[src/rtl/mem_arbiter_if.sv]
// Bus-side handshake between mem_arbiter (master) and the unified SRAM/AXI-lite bridge (slave).
interface mem_arbiter_if #(
  parameter int unsigned ADDR_W = 32
);
  logic              bus_req;
  logic [3:0]        bus_we;
  logic [ADDR_W-1:0] bus_addr;
  logic [31:0]       bus_wdata;
  logic              bus_ack;
  logic [31:0]       bus_rdata;

  modport master (
    output bus_req, bus_we, bus_addr, bus_wdata,
    input  bus_ack, bus_rdata
  );

  modport slave (
    input  bus_req, bus_we, bus_addr, bus_wdata,
    output bus_ack, bus_rdata
  );
endinterface

[src/rtl/mem_arbiter.sv]
// Arbitrates fetch and data ports onto one memory bus; data has priority, fetch has a starvation guard.
// Optional one-entry fetch buffer compiled in with `define MEM_ARB_IBUF_EN.
module mem_arbiter #(
  parameter int unsigned STARVE_LIMIT = 4,
  parameter int unsigned ADDR_W       = 32
) (
  input  logic              clk,
  input  logic              rst_n,
  input  logic              inst_req,
  input  logic [ADDR_W-1:0] inst_addr,
  output logic [31:0]       inst_rdata,
  output logic              inst_ready,
  input  logic              data_req,
  input  logic [3:0]        data_wen,
  input  logic [ADDR_W-1:0] data_addr,
  input  logic [31:0]       data_wdata,
  output logic [31:0]       data_rdata,
  output logic              data_ready,
  mem_arbiter_if.master     bus
);

  localparam logic [1:0] S_IDLE = 2'd0;
  localparam logic [1:0] S_INST = 2'd1;
  localparam logic [1:0] S_DATA = 2'd2;
  localparam logic [3:0] C_LIMIT = 4'(STARVE_LIMIT);

  logic [1:0]        r_state;
  logic [3:0]        r_starve_cnt;
  logic              r_inst_ready;
  logic              r_data_ready;
  logic [31:0]       r_inst_rdata;
  logic [31:0]       r_data_rdata;
  logic              r_bus_req;
  logic [3:0]        r_bus_we;
  logic [ADDR_W-1:0] r_bus_addr;
  logic [31:0]       r_bus_wdata;

  logic        w_inst_elig;
  logic        w_data_elig;
  logic        w_starved;
  logic        w_grant_inst;
  logic        w_grant_data;
  logic        w_ibuf_hit;
  logic [31:0] w_ibuf_word;
  logic        w_unused;

  // A requester still holding req during its own ready cycle must not be granted again.
  assign w_inst_elig  = inst_req & ~r_inst_ready;
  assign w_data_elig  = data_req & ~r_data_ready;
  assign w_starved    = (r_starve_cnt == C_LIMIT);
  assign w_grant_inst = (r_state == S_IDLE) & w_inst_elig & (w_starved | ~w_data_elig);
  assign w_grant_data = (r_state == S_IDLE) & w_data_elig & ~(w_starved & w_inst_elig);
  assign w_unused     = &{1'b0, inst_addr[1:0]};

`ifdef MEM_ARB_IBUF_EN
  logic              r_ibuf_valid;
  logic [ADDR_W-3:0] r_ibuf_addr;
  logic [31:0]       r_ibuf_word;

  assign w_ibuf_hit  = w_grant_inst & r_ibuf_valid & (r_ibuf_addr == inst_addr[ADDR_W-1:2]);
  assign w_ibuf_word = r_ibuf_word;

  always_ff @(posedge clk or negedge rst_n) begin
    if (!rst_n) begin
      r_ibuf_valid <= 1'b0;
      r_ibuf_addr  <= '0;
      r_ibuf_word  <= '0;
    end else if ((r_state == S_INST) && bus.bus_ack) begin
      r_ibuf_valid <= 1'b1;
      r_ibuf_addr  <= r_bus_addr[ADDR_W-1:2];
      r_ibuf_word  <= bus.bus_rdata;
    end else if (w_grant_data && (data_wen != 4'b0000)) begin
      r_ibuf_valid <= 1'b0;
    end
  end
`else
  assign w_ibuf_hit  = 1'b0;
  assign w_ibuf_word = '0;
`endif

  always_ff @(posedge clk or negedge rst_n) begin
    if (!rst_n) begin
      r_state      <= S_IDLE;
      r_inst_ready <= 1'b0;
      r_data_ready <= 1'b0;
      r_inst_rdata <= '0;
      r_data_rdata <= '0;
      r_bus_req    <= 1'b0;
      r_bus_we     <= '0;
      r_bus_addr   <= '0;
      r_bus_wdata  <= '0;
    end else begin
      // NOTE: non-blocking defaults first, so any branch that sets a ready yields a single-cycle pulse.
      r_inst_ready <= 1'b0;
      r_data_ready <= 1'b0;
      case (r_state)
        S_IDLE: begin
          if (w_ibuf_hit) begin
            r_inst_ready <= 1'b1;
            r_inst_rdata <= w_ibuf_word;
          end else if (w_grant_inst) begin
            r_state     <= S_INST;
            r_bus_req   <= 1'b1;
            r_bus_addr  <= {inst_addr[ADDR_W-1:2], 2'b00};
            r_bus_we    <= 4'b0000;
            r_bus_wdata <= '0;
          end else if (w_grant_data) begin
            r_state     <= S_DATA;
            r_bus_req   <= 1'b1;
            r_bus_addr  <= data_addr;
            r_bus_we    <= data_wen;
            r_bus_wdata <= data_wdata;
          end
        end
        S_INST, S_DATA: begin
          if (bus.bus_ack) begin
            r_state   <= S_IDLE;
            r_bus_req <= 1'b0;
            if (r_state == S_INST) begin
              r_inst_ready <= 1'b1;
              r_inst_rdata <= bus.bus_rdata;
            end else begin
              r_data_ready <= 1'b1;
              r_data_rdata <= bus.bus_rdata;
            end
          end
        end
        default: begin
          r_state   <= S_IDLE;
          r_bus_req <= 1'b0;
        end
      endcase
    end
  end

  always_ff @(posedge clk or negedge rst_n) begin
    if (!rst_n) begin
      r_starve_cnt <= '0;
    end else if (!inst_req || w_grant_inst) begin
      r_starve_cnt <= '0;
    end else if (w_grant_data && !w_starved) begin
      r_starve_cnt <= r_starve_cnt + 4'd1;
    end
  end

  assign inst_ready    = r_inst_ready;
  assign inst_rdata    = r_inst_rdata;
  assign data_ready    = r_data_ready;
  assign data_rdata    = r_data_rdata;
  assign bus.bus_req   = r_bus_req;
  assign bus.bus_we    = r_bus_we;
  assign bus.bus_addr  = r_bus_addr;
  assign bus.bus_wdata = r_bus_wdata;

endmodule

[src/flat_wrapper.sv]
// flat-port wrapper written by rule: the top's interface ports become plain ports
module mem_arbiter_flat 
#(
  parameter int unsigned STARVE_LIMIT = 4,
  parameter int unsigned ADDR_W       = 32
)
  (clk, rst_n, inst_req, inst_addr, inst_rdata, inst_ready, data_req, data_wen, data_addr, data_wdata, data_rdata, data_ready, bus_bus_req, bus_bus_we, bus_bus_addr, bus_bus_wdata, bus_bus_ack, bus_bus_rdata);
  mem_arbiter_if #(.ADDR_W(ADDR_W)) bus_i ();
  input  logic clk;
  input  logic rst_n;
  input  logic inst_req;
  input  logic [ADDR_W-1:0] inst_addr;
  output logic [31:0] inst_rdata;
  output logic inst_ready;
  input  logic data_req;
  input  logic [3:0] data_wen;
  input  logic [ADDR_W-1:0] data_addr;
  input  logic [31:0] data_wdata;
  output logic [31:0] data_rdata;
  output logic data_ready;
  output wire logic [$bits(bus_i.bus_req)-1:0] bus_bus_req;
  output wire logic [$bits(bus_i.bus_we)-1:0] bus_bus_we;
  output wire logic [$bits(bus_i.bus_addr)-1:0] bus_bus_addr;
  output wire logic [$bits(bus_i.bus_wdata)-1:0] bus_bus_wdata;
  input wire logic [$bits(bus_i.bus_ack)-1:0] bus_bus_ack;
  input wire logic [$bits(bus_i.bus_rdata)-1:0] bus_bus_rdata;
  assign bus_bus_req = bus_i.bus_req;
  assign bus_bus_we = bus_i.bus_we;
  assign bus_bus_addr = bus_i.bus_addr;
  assign bus_bus_wdata = bus_i.bus_wdata;
  assign bus_i.bus_ack = bus_bus_ack;
  assign bus_i.bus_rdata = bus_bus_rdata;
  mem_arbiter #(.STARVE_LIMIT(STARVE_LIMIT), .ADDR_W(ADDR_W)) u_core (.clk(clk), .rst_n(rst_n), .inst_req(inst_req), .inst_addr(inst_addr), .inst_rdata(inst_rdata), .inst_ready(inst_ready), .data_req(data_req), .data_wen(data_wen), .data_addr(data_addr), .data_wdata(data_wdata), .data_rdata(data_rdata), .data_ready(data_ready), .bus(bus_i));
endmodule
[config.mk]
export PLATFORM = sky130hd
export DESIGN_NAME = mem_arbiter_flat
export DESIGN_NICKNAME = d
export VERILOG_FILES = /design/src/rtl/mem_arbiter_if.sv /design/src/rtl/mem_arbiter.sv /design/src/flat_wrapper.sv
export SDC_FILE = /design/constraint.sdc
export NUM_CORES = 1
export LEC_CHECK = 0
export CORE_UTILIZATION = 40
export CTS_CLUSTER_DIAMETER = 150
export DETAILED_ROUTE_END_ITERATION = 10
export PLACE_DENSITY_LB_ADDON = 0.08
export SLEW_MARGIN = 20
export SYNTH_ARGS = -nofsm -noshare
export SYNTH_HDL_FRONTEND = slang
export SYNTH_SLANG_ARGS = --single-unit
[constraint.sdc]
create_clock -name clk -period 2.5 [get_ports clk]
set_clock_uncertainty 0.2 [all_clocks]
set_input_delay 0.375 -clock clk [delete_from_list [all_inputs] [get_ports clk]]
set_output_delay 0.375 -clock clk [all_outputs]
set_load 0.01 [all_outputs]
* Word level (Yosys, flattened, before mapping) *
Cells that the tools add are included.

word-level totals
  register bits = 141
  logic and storage cells = 63

operators by class
  mux-type cells = 22
  bitwise operators = 13
  $add $sub $neg = 1
  reduce and logical (&&, ||, !) cells = 12
  equal/unequal tests = 5

operators with widths
  cell                   count
  $mux W32               4
  $mux W4                4
  $mux W1                9
  $and A1 B1 Y1          7
  $mux W2                3
  $reduce_and A3 Y1      2
  $not A1 Y1             5
  $add A4 B1 Y4 const B  1
  $eq A4 B3 Y1 const B   1
  $pmux W2 S2            1
  $reduce_and A2 Y1      2
  $reduce_bool A2 Y1     2
  $ne A3 B1 Y1 const B   1
  $eq A2 B1 Y1 const B   1
  $eq A2 B2 Y1 const B   1
  $logic_not A1 Y1       2
  $logic_not A2 Y1       1
  $ne A2 B2 Y1 const B   1
  $pmux W1 S2            1
  $reduce_or A2 Y1       1
  $logic_and A1 B1 Y1    1
  $logic_or A1 B1 Y1     1
  $or A1 B1 Y1           1

* Logic depth before layout (Yosys ltp) *
  depth after elaboration = 8
  depth in mapped cells = 8
  mapped depth without buffers = 5

* Worst setup path before layout *
Ideal clock, no wire load.

  kind = reg-to-reg
  from = register u_core.r_state[0]
  to = register u_core.r_bus_addr[0] (netlist: u_core.bus.bus_addr[0])
  arrival time = 1.529 ns
  period minus slack after synthesis = 1.850 ns
  slack = 0.650 ns
  cell stages (with the launch flop) = 8
  cells stage by stage = dfrtp_1 -> inv_1 -> ha_1 -> clkbuf_1 -> o21ai_2 -> buf_4 -> buf_2 -> a22o_1

between the ends
  longest elaborated chain between the ends = 5
  elaborated cells on any way between the ends = 8
  those cells by class = mux (1); bitwise (4); reduce/logical (3)

RTL lines
  item                                                   RTL line                                                 text
  from (decl)                                            mem_arbiter.sv:27                                        logic [1:0] r_state;
  from (signal assigned)                                 mem_arbiter.sv:83                                        r_state <= S_IDLE;
  from (signal assigned)                                 mem_arbiter.sv:102                                       r_state <= S_INST;
  from (signal assigned)                                 mem_arbiter.sv:108                                       r_state <= S_DATA;
  $logic_not A2 Y1 *                                     mem_arbiter.sv:51, mem_arbiter.sv:52, mem_arbiter.sv:96
  $and A1 B1 Y1, on equally long branches (2 in series)  mem_arbiter.sv:52, mem_arbiter.sv:51
  $reduce_bool A2 Y1 (no line)                           -
  $reduce_and A2 Y1 (no line)                            -
  to (signal assigned)                                   mem_arbiter.sv:104                                       r_bus_addr <= {inst_addr[ADDR_W-1:2], 2'b00};
  to (signal assigned)                                   mem_arbiter.sv:110                                       r_bus_addr <= data_addr;
  to (decl)                                              mem_arbiter.sv:35                                        logic [ADDR_W-1:0] r_bus_addr;

Mark *: on every way between the ends. The rest lies on a longest branch, timed or not.
A chain may end at the register's enable or synchronous reset.

* Final worst setup path *
  from = register u_core.r_starve_cnt[0]
  to = register u_core.r_bus_addr[11] (netlist: u_core.bus.bus_addr[11])

between the ends
  longest elaborated chain between the ends = 6
  elaborated cells on any way between the ends = 9
  those cells by class = eq/ne (1); mux (1); bitwise (5); reduce/logical (2)

RTL lines
  item                          RTL line            text
  from (decl)                   mem_arbiter.sv:28   logic [3:0] r_starve_cnt;
  from (signal assigned)        mem_arbiter.sv:142  r_starve_cnt <= r_starve_cnt + 4'd1;
  $eq A4 B3 Y1 *                mem_arbiter.sv:50   assign w_starved = (r_starve_cnt == C_LIMIT);
  $and A1 B1 Y1                 mem_arbiter.sv:52   assign w_grant_data = (r_state == S_IDLE) & w_data_elig & ~(w_starved & w_inst_elig);
  $not A1 Y1                    mem_arbiter.sv:52
  $and A1 B1 Y1                 mem_arbiter.sv:52
  $reduce_bool A2 Y1 (no line)  -
  $reduce_and A2 Y1 (no line)   -

Marks and branches as above.

==> key figures <==
Clock network
  – Clock slew seen by the registers of the worst setup and hold paths: 60 ps
  – Worst-skew pair later-pin latency: 410 ps
  – Clk Tree Root Cell: clkbuf_16
  – Clock buffer depth: 2
  – CTS sink cnt: 141
  – CTS resizes: 0
  – CTS tree: built
  – CTS buffer count: 17
  – H-tree lvl count: 4

Floorplan
  – Die Span X: 122 um
  – Initial Util: 41.2%
  – Core area: 0.0139 mm^2
  – # rows: 43
  – Boundary Pins: 272
  – Die area: 0.0148 mm^2
  – Die Y: 122 um

Final layout
  – Non-filler instance count after layout: 905
  – FILL cells: 1072
  – Final Instance Area: 0.00929 mm^2
  – Antenna diodes: 0
  – Area grow syn2layout: 61.9%
  – Share of layout cells above drive strength 1: 15.4%
  – Core Util, Final: 66.7%
  – Commonest non-fill, non-tap cells in the layout: 268 x clkdlybuf4s50_1, 141 x dfrtp_1, 96 x inv_1
  – Nets: 854
  – Most common cell after layout, fill and taps aside: clkdlybuf4s50_1

Pwr
  – Leakage power: 4.30 nW
  – Max VDD drop: 0.633 mV
  – PwrDens: 1250 mW/mm^2

Routing
  – Drt pass-1 iters: 6
  – Drt wl/cell: 16.9 um
  – Vias per cell: 4.95
  – Drt drc: 0
  – DRT antenna net count: 0
  – Starting DRT DRC Count: 283
  – Routed via count: 4481
  – Drt total wl: 15300 um

Setup path
  – Required time of the critical path: 2590 ps
  – Critical Path End Type: register
  – Slowest stage cell, crit path: dfrtp_1
  – Crit path max-delay family: compound AO/OA/AOI/OAI gates
  – Crit-path max FO: 31
  – Crit Path Class: register to register
  – Worst path cell trace: inv_1, ha_1, and3b_1, o211a_4, a222oi_1
  – WP data arrival: 2140 ps
  – CP bufs+invs: 1
  – CP max stage delay: 410 ps
  – Nature of the critical path startpoint: register

Timing
  – Tmin final: 2050 ps
  – Final Max Slew Viols: 0
  – RSZ-0062 raised after global routing: no
  – Worst rel slew slack: 74.3%
  – Tightest Pin Transition: 386 ps
  – Setup TNS: 0 ps
  – Final period utilization: 82.1%
  – Hold Vio Cnt, Final: 0
  – Setup-failing EPs final: 0
  – WHS: 213 ps
  – Fmax: 487 MHz

GRT
  – Initial antenna violation count: 0
  – First-pass GRT wire length: 23700 um
  – Gr usage total: 21.1%
  – Grt total ovfl: 0
  – Largest net degree at the start of global routing: 69
  – Number of global-route vias before repair: 4723

Logic synthesis
  – Synth warn: 0
  – Synth unique cells: 32
  – Syn avg cell area: 13.1 um^2
  – Synthesized net count: 578
  – Largest family of logic cells by synthesized area: compound AO/OA/AOI/OAI gates
  – Post-synthesis simple-gate area fraction: 2.31%
  – Multiplexer share of the synthesized area: 12.7%
  – Post-Synth XOR/XNOR Area: 0%
  – Synth Area in Compound Gates: 13.7%
  – Seq/Total Area, Yosys: 61.5%
  – Synth Register Bits: 141
  – Adder-cell share of the synthesized area: 0.873%
  – Synth Instances: 437
  – Mapped cell area: 0.00574 mm^2

Placed design
  – Inst Count DP: 873
  – Placed cell areas: 0.00868 mm^2
  – Placer Congestion: 0.747
  – DP HPWL: 10900 um
  – Buffers on Ports: 269

Run
  – Max Cap Viol: 0

Hold path
  – Hold WC Path Type: primary input to asynchronous set/reset pin

Outcome
  – Outcome: finished, final reports clean
-- final cells by class --
type | instances | area, um^2 | area share (%)
Tap cell | 180 | 225 | 2.42
Clock inverter | 11 | 143 | 1.54
Timing Repair Buffer | 282 | 2870 | 30.9
Clock buffer | 20 | 457 | 4.92
Sequential cell | 141 | 3530 | 38.0
Inverter | 96 | 360 | 3.88
Multi-Input combinational cell | 175 | 1710 | 18.4
-- cells in the mapped netlist --
| cell | instances | area, um^2 |
|---|---|---|
| dfrtp_1 | 141 | 3530 |
| inv_1 | 96 | 360 |
| mux2_2 | 64 | 721 |
| a22o_1 | 38 | 333 |
| a222oi_1 | 30 | 300 |
| buf_2 | 11 | 55.1 |
| clkbuf_1 | 5 | 18.8 |
| a21boi_0 | 4 | 30.0 |
| buf_6 | 4 | 45.0 |
| ha_1 | 4 | 50.1 |
| nand2b_1 | 4 | 25.0 |
| o211ai_1 | 4 | 30.0 |
| buf_4 | 3 | 22.5 |
| nand3_1 | 3 | 15.0 |
| nand3b_1 | 3 | 22.5 |
| nor2b_1 | 3 | 18.8 |
| a21oi_1 | 2 | 10.0 |
| and3b_1 | 2 | 17.5 |
| buf_1 | 2 | 7.51 |
| o2bb2ai_1 | 2 | 17.5 |
| a21oi_4 | 1 | 16.3 |
| a31oi_1 | 1 | 6.26 |
| and2b_1 | 1 | 7.51 |
| and2b_2 | 1 | 8.76 |
| mux2i_1 | 1 | 10.0 |
| nand2_1 | 1 | 3.75 |
| nand4_1 | 1 | 6.26 |
| o211a_4 | 1 | 17.5 |
| o21ai_2 | 1 | 8.76 |
| o22a_1 | 1 | 8.76 |
| o22ai_1 | 1 | 6.26 |
| or3_2 | 1 | 7.51 |
-- registers in the layout (all words and copies together), names as in the netlist --
name	count
u_core.data_rdata	32
u_core.bus.bus_req	1
u_core.r_starve_cnt	4
u_core.bus.bus_we	4
u_core.r_state	2
u_core.inst_rdata	32
u_core.bus.bus_addr	32
u_core.bus.bus_wdata	32
u_core.inst_ready	1
u_core.data_ready	1
-- per-stage QoR --
stage	worst slack [ps]	total power, W
after floorplan	650	0.00621
after global placement	358	0.00897
after detailed placement	286	0.00913
after CTS	437	0.0117
after global routing	331	0.0123
final	447	0.0116
-- what timing repair did --
item	CTS	global route
endpoints found under the hold margin	29	0
hold buffers	1	0
buffers inserted	0	0
-- power by group --
group          leakage [nW]  switching, W  internal [W]
registers              1.71      0.000535       0.00334
logic                  2.30       0.00209       0.00307
clock network         0.292      0.000920       0.00161
-- worst reg2reg max path: stages, from the launching register on --
cell      delay, ps
dfrtp_1         410
inv_1            70
ha_1            220
and3b_1         280
o211a_4         400
a222oi_1        360
-- worst paths after layout --
| path | from | end | slack [ps] | cells after the start |
|---|---|---|---|---|
| max in group asynchronous | rst_n | u_core.r_starve_cnt[2] | 1220 | 3 |
| max reg2reg | u_core.r_starve_cnt[0] | u_core.bus.bus_addr[11] | 450 | 5 |
| min | rst_n | u_core.bus.bus_addr[10] | 210 | 2 |
| min reg2reg | u_core.bus.bus_req | u_core.bus.bus_req | 290 | 1 |
| max | u_core.r_starve_cnt[0] | u_core.bus.bus_addr[11] | 450 | 5 |
| min in group clk | u_core.bus.bus_req | u_core.bus.bus_req | 290 | 1 |
-- cells by family after synthesis --
| group | Yosys count |
|---|---|
| multiplexers | 65 |
| buffers and inverters | 121 |
| AND/OR/NAND/NOR | 20 |
| AO/OA/AOI/OAI | 86 |
| flip-flops | 141 |
| adder cells (fa/ha/maj) | 4 |
-- per-layer routing --
metal | GRT usage (%) | wire length [um] | up-vias
li1 | - | - | 2072
met1 | 25.0 | 6030 | 2204
met5 | 0 | 0 | -
met4 | 8.56 | 284 | 0
met3 | 7.58 | 1310 | 22
met2 | 34.5 | 7630 | 183
No activity file was read; power rests on OpenSTA's default activity.
